## config.mk

```make
export PLATFORM = sky130hd
export DESIGN_NAME = vlc_bit_packer_flat
export DESIGN_NICKNAME = d
export VERILOG_FILES = /design/src/rtl/vlc_bit_packer_if.sv /design/src/rtl/vlc_bit_packer.sv /design/src/flat_wrapper.sv
export SDC_FILE = /design/constraint.sdc
export NUM_CORES = 1
export LEC_CHECK = 0
export ABC_AREA = 1
export BUFFER_PORTS_ARGS = -buffer_cell sky130_fd_sc_hd__buf_2
export CAP_MARGIN = 10
export CORE_MARGIN = 3
export CORE_UTILIZATION = 40
export CTS_CLUSTER_SIZE = 14
export DETAILED_ROUTE_END_ITERATION = 8
export GPL_TIMING_DRIVEN = 0
export PLACE_DENSITY = 0.56
export RECOVER_POWER = 25
export SLEW_MARGIN = 20
export SYNTH_ARGS = -nofsm -noshare
export SYNTH_HDL_FRONTEND = slang
export SYNTH_SLANG_ARGS = --single-unit
```

## constraint.sdc

```tcl
create_clock -name clk -period 4.15 [get_ports clk]
set_input_delay 0.415 -clock clk [delete_from_list [all_inputs] [get_ports clk]]
set_output_delay 0.415 -clock clk [all_outputs]
set_load 0.005 [all_outputs]
```

## src/rtl/vlc_bit_packer_if.sv

```systemverilog
// Codeword input, packed-word output and slice-control signals of vlc_bit_packer.
// master = upstream coder / downstream writer side, slave = the packer itself.
interface vlc_bit_packer_if;
  logic        code_valid;
  logic [23:0] code_value;
  logic [4:0]  code_length;
  logic        code_ready;
  logic        flush;
  logic        out_valid;
  logic        out_ready;
  logic [31:0] out_word;
  logic [2:0]  out_nbytes;
  logic        flush_done;
  logic        busy;
  logic [31:0] total_bits;

  modport master (
    output code_valid, code_value, code_length, flush, out_ready,
    input  code_ready, out_valid, out_word, out_nbytes, flush_done, busy, total_bits
  );

  modport slave (
    input  code_valid, code_value, code_length, flush, out_ready,
    output code_ready, out_valid, out_word, out_nbytes, flush_done, busy, total_bits
  );
endinterface

```

## src/rtl/vlc_bit_packer.sv

```systemverilog
// Packs variable-length codewords MSB-first into 32-bit words; flush closes a slice.
// Optional macro VLC_BIT_PACKER_BITCOUNT_EN builds the per-slice accepted-bit counter.
module vlc_bit_packer (
  input  logic               clk,
  input  logic               reset,
  vlc_bit_packer_if.slave    bus
);
  localparam int unsigned WORD_W = 32;
  localparam int unsigned CODE_W = 24;
  localparam int unsigned ACC_W  = 56;
  localparam int unsigned FILL_W = 6;
  localparam int unsigned LEN_W  = 5;
  localparam int unsigned NB_W   = 3;

  typedef enum logic [1:0] {ST_RUN, ST_DRAIN, ST_DONE} state_t;

  state_t              r_state;
  logic [ACC_W-1:0]    r_acc;
  logic [FILL_W-1:0]   r_fill;
  logic                r_out_valid;
  logic [WORD_W-1:0]   r_out_word;
  logic [NB_W-1:0]     r_out_nbytes;
  logic                r_flush_done;

  logic [LEN_W-1:0]    w_len;
  logic [CODE_W-1:0]   w_mask;
  logic [CODE_W-1:0]   w_val;
  logic [FILL_W-1:0]   w_shamt;
  logic [ACC_W-1:0]    w_placed;
  logic                w_code_ready;
  logic                w_accept;
  logic                w_slot_free;
  logic                w_emit_full;
  logic                w_drain_last;
  logic [NB_W-1:0]     w_part_nbytes;

  // Codeword saturation, masking and left-alignment behind the current fill.
  always_comb begin
    w_len         = (bus.code_length > LEN_W'(CODE_W)) ? LEN_W'(CODE_W) : bus.code_length;
    w_mask        = CODE_W'((25'(1) << w_len) - 25'(1));
    w_val         = bus.code_value & w_mask;
    w_shamt       = FILL_W'(7'(ACC_W) - 7'(r_fill) - 7'(w_len));
    w_placed      = ACC_W'(w_val) << w_shamt;
    w_code_ready  = (r_state == ST_RUN) && (r_fill < FILL_W'(WORD_W));
    w_accept      = bus.code_valid && w_code_ready;
    w_slot_free   = !r_out_valid || bus.out_ready;
    w_emit_full   = (r_fill >= FILL_W'(WORD_W)) && w_slot_free;
    w_drain_last  = (r_state == ST_DRAIN) && (r_fill < FILL_W'(WORD_W)) && w_slot_free;
    w_part_nbytes = NB_W'((r_fill + FILL_W'(7)) >> 3);
  end

  always_ff @(posedge clk or posedge reset) begin
    if (reset) begin
      r_state      <= ST_RUN;
      r_acc        <= '0;
      r_fill       <= '0;
      r_out_valid  <= 1'b0;
      r_out_word   <= '0;
      r_out_nbytes <= '0;
      r_flush_done <= 1'b0;
    end else begin
      r_flush_done <= 1'b0;
      if (bus.out_ready) r_out_valid <= 1'b0;

      // Full-word emit takes priority; accept can only happen when fill < 32.
      if (w_emit_full) begin
        r_out_word   <= r_acc[ACC_W-1 -: WORD_W];
        r_out_nbytes <= NB_W'(4);
        r_out_valid  <= 1'b1;
        r_acc        <= r_acc << WORD_W;
        r_fill       <= r_fill - FILL_W'(WORD_W);
      end else if (w_accept) begin
        r_acc        <= r_acc | w_placed;
        r_fill       <= r_fill + FILL_W'(w_len);
      end

      case (r_state)
        ST_RUN: begin
          if (bus.flush) r_state <= ST_DRAIN;
        end
        ST_DRAIN: begin
          if (w_drain_last) begin
            if (r_fill != '0) begin
              r_out_word   <= r_acc[ACC_W-1 -: WORD_W];
              r_out_nbytes <= w_part_nbytes;
              r_out_valid  <= 1'b1;
              r_acc        <= '0;
              r_fill       <= '0;
            end
            r_state <= ST_DONE;
          end
        end
        ST_DONE: begin
          if (!r_out_valid) begin
            r_flush_done <= 1'b1;
            r_state      <= ST_RUN;
          end
        end
        default: r_state <= ST_RUN;
      endcase
    end
  end

`ifdef VLC_BIT_PACKER_BITCOUNT_EN
  logic [WORD_W-1:0] r_total_bits;

  // Per-slice count; clears on the same edge that raises flush_done.
  always_ff @(posedge clk or posedge reset) begin
    if (reset) begin
      r_total_bits <= '0;
    end else if ((r_state == ST_DONE) && !r_out_valid) begin
      r_total_bits <= '0;
    end else if (w_accept) begin
      r_total_bits <= r_total_bits + WORD_W'(w_len);
    end
  end

  assign bus.total_bits = r_total_bits;
`else
  assign bus.total_bits = '0;
`endif

  assign bus.code_ready = w_code_ready;
  assign bus.out_valid  = r_out_valid;
  assign bus.out_word   = r_out_word;
  assign bus.out_nbytes = r_out_nbytes;
  assign bus.flush_done = r_flush_done;
  assign bus.busy       = (r_state != ST_RUN);
endmodule

```

## src/flat_wrapper.sv

```systemverilog
// flat-port wrapper written by rule: the top's interface ports become plain ports
module vlc_bit_packer_flat 
  (clk, reset, bus_code_valid, bus_code_value, bus_code_length, bus_flush, bus_out_ready, bus_code_ready, bus_out_valid, bus_out_word, bus_out_nbytes, bus_flush_done, bus_busy, bus_total_bits);
  vlc_bit_packer_if bus_i ();
  input  logic clk;
  input  logic reset;
  input wire logic [$bits(bus_i.code_valid)-1:0] bus_code_valid;
  input wire logic [$bits(bus_i.code_value)-1:0] bus_code_value;
  input wire logic [$bits(bus_i.code_length)-1:0] bus_code_length;
  input wire logic [$bits(bus_i.flush)-1:0] bus_flush;
  input wire logic [$bits(bus_i.out_ready)-1:0] bus_out_ready;
  output wire logic [$bits(bus_i.code_ready)-1:0] bus_code_ready;
  output wire logic [$bits(bus_i.out_valid)-1:0] bus_out_valid;
  output wire logic [$bits(bus_i.out_word)-1:0] bus_out_word;
  output wire logic [$bits(bus_i.out_nbytes)-1:0] bus_out_nbytes;
  output wire logic [$bits(bus_i.flush_done)-1:0] bus_flush_done;
  output wire logic [$bits(bus_i.busy)-1:0] bus_busy;
  output wire logic [$bits(bus_i.total_bits)-1:0] bus_total_bits;
  assign bus_i.code_valid = bus_code_valid;
  assign bus_i.code_value = bus_code_value;
  assign bus_i.code_length = bus_code_length;
  assign bus_i.flush = bus_flush;
  assign bus_i.out_ready = bus_out_ready;
  assign bus_code_ready = bus_i.code_ready;
  assign bus_out_valid = bus_i.out_valid;
  assign bus_out_word = bus_i.out_word;
  assign bus_out_nbytes = bus_i.out_nbytes;
  assign bus_flush_done = bus_i.flush_done;
  assign bus_busy = bus_i.busy;
  assign bus_total_bits = bus_i.total_bits;
  vlc_bit_packer u_core (.clk(clk), .reset(reset), .bus(bus_i));
endmodule
```

==> impl_metrics.json <==
{
  "rr_startpoint": "u_core.r_fill[1]",
  "multi_input_area_mm2": 0.00412,
  "final-setup-viol-count": 0,
  "io_pins": 105,
  "hpwlAfterDp_um": 19900,
  "diodes": 0,
  "relSlewSlack": -0.215,
  "hold_class": "primary input to flip-flop",
  "overflow": 0,
  "htreeDepth": 3,
  "drv_slew": 74,
  "cts.sinks": 101,
  "critical_path.max_fanout": 10,
  "wl_per_cell_um": 17.1,
  "drv_cap": 1,
  "clock_path_buffers": 2,
  "final_cell_mix": "286 x nand2_1, 168 x nand3_1, 101 x nor2_1, 101 x dfrtp_1, 89 x buf_2",
  "startpoint_type": "primary input",
  "synthCells": 1089,
  "via_per_inst": 5.19,
  "die_w_um": 142,
  "ys_seq_area_frac": 0.343,
  "cts_tree": "done",
  "grt_pass1_vias": 7085,
  "cp-end-kind": "flip-flop",
  "finClkSkew_ns": 0.0109,
  "port_buffers": 71,
  "avgSynthCellArea_um2": 6.77,
  "ys_warn_count": 0,
  "grt_usage": 0.246,
  "worst_skew_pair.late_latency_ns": 0.36,
  "drive_gt1_frac": 0.166,
  "gp_congestion": 0.991,
  "synth-seq-cells": 101,
  "cts-root-buf": "clkbuf_16",
  "initial_core_util": 0.409,
  "cts-buffers-inserted": 9,
  "row_count": 49,
  "post-route-period-util": 0.931,
  "grt_max_degree": 74,
  "drc": 0,
  "post_cts_buffers": 0,
  "worst_pin_slew_ns": 1.82,
  "final_common_cell": "nand2_1",
  "area_growth_pct": 15.1,
  "path_class": "primary input to flip-flop",
  "violations": "capacitance limit, slew limit",
  "drt_pass1_iterations": 7,
  "period_needed_ns": 3.86,
  "grt_pass1_wl_um": 38900,
  "dieArea_mm2": 0.0201,
  "hold_viol": 0,
  "cp-startpoint": "bus_code_length[2]",
  "synth_area_mm2": 0.00737,
  "core-area_mm2": 0.0180,
  "hp-start": "bus_flush",
  "worst-endpoint-arrival_ns": 4.11,
  "antenna_found_initial": 0,
  "chipHeight_um": 142,
  "crit_required_ns": 4.39,
  "nFillCells": 1953,
  "status": "finished, violations left",
  "ys_types": 46,
  "ctsHoldBuffers": 0,
  "fin_nets": 1254,
  "regArea_mm2": 0.00253,
  "ant_nets": 0,
  "vias": 7453,
  "routed_wl_um": 24500,
  "final.setup.tns_ns": 0,
  "path_clk_slew_ns": 0.08,
  "first_iter_violations": 479,
  "max_freq_mhz": 259
}
worst max-delay path: stages:
cell and delay [ns]:
buf_2 0.14, inv_2 0.12, nand2_2 0.08, nor2_1 0.29, nor2_1 0.10, nor2_1 0.27
ha_1 0.17, inv_1 0.04, ha_1 0.20, fa_1 0.49, xor2_2 0.50, clkbuf_1 0.55
nand3_1 0.27, nand3_1 0.15, nand3_1 0.12, nand2_1 0.11, a21oi_1 0.07
state kept, by name, summed over array words and instances (netlist names):
signal and flops:
u_core.r_acc 56, u_core.bus.out_word 32, u_core.r_fill 6, u_core.bus.out_nbytes 3
u_core.r_state 2, u_core.bus.flush_done 1, u_core.bus.out_valid 1
kinds of logic after synthesis:
family / share of synthesized area
simple gates: 0.393
buf+inv: 0.116
compound gates: 0.107
flops: 0.343
fa+ha+maj: 0.0309
xor+xnor: 0.00815
other cells: 0.000509
mux: 0.00136
layout make-up:
class / count / area share
multi-input combinational: 834 / 0.485
sequential: 101 / 0.298
buffer: 85 / 0.0566
inverter: 100 / 0.0447
timing repair buffer: 72 / 0.0423
tap: 229 / 0.0338
clock buffer: 9 / 0.0266
clock inverter: 7 / 0.0125
Yosys cell counts, drive strengths merged:
library cell    n  area share
o21ai          66       0.046
conb            1     0.00051
clkinv          4      0.0020
o211ai          4      0.0041
buf            54       0.049
and2            1     0.00085
nor2          114       0.067
nand2         294        0.16
a31oi          13       0.011
mux2i           1      0.0014
or2             3      0.0025
a221oi          1      0.0012
o21bai          2      0.0020
a211oi          2      0.0020
o31ai           1      0.0010
nand3         177        0.13
a21oi          50       0.035
fa              2      0.0054
nor4            1     0.00085
xnor2           2      0.0024
nand4          34       0.031
nor3           11      0.0088
inv            96       0.049
dfrtp         101        0.34
o21a            4      0.0041
ha             15       0.025
xor2            4      0.0058
clkbuf         31       0.016
routing by layer:
metal	vias to the layer above	GRT usage	part of all wire
met5	-	0	0
met4	0	0.0904	0.031
met3	46	0.0300	0.054
met2	269	0.390	0.45
met1	3392	0.346	0.47
li1	3746	-	-
repair_timing:
action | in CTS | in global routing
pin swaps | 0 | 0
endpoints found under the setup margin | 10 | 35
gates resized for setup | 1 | 6
stage by stage:
stage	setup WS, ns	std cells	area [um^2]	util	hold slack (ns)
finish	0.287	1437	8480	0.471	0.299
global route	-0.00528	1437	8480	0.471	0.329
CTS	0.00690	1437	8500	0.472	0.0198
detailed placement	-0.663	1421	8160	0.453	0.410
global placement	-0.736	1420	8130	0.451	0.453
floorplan	0.728	1120	7490	-	0.443
final timing paths:
kind	end	slack, ns	cells past startpoint
min in group asynchronous	u_core.bus.out_nbytes[0]	0.31	2
max reg2reg	u_core.r_acc[34]	0.78	11
min reg2reg	u_core.bus.out_word[11]	0.47	2
max	u_core.r_acc[34]	0.29	17
max in group asynchronous	u_core.r_acc[17]	1.51	3
min	u_core.r_state[0]	0.30	3
Power is left out: the tool's default activity adds up to more than one toggle a clock period on the data nets, which glitch-free logic cannot reach.
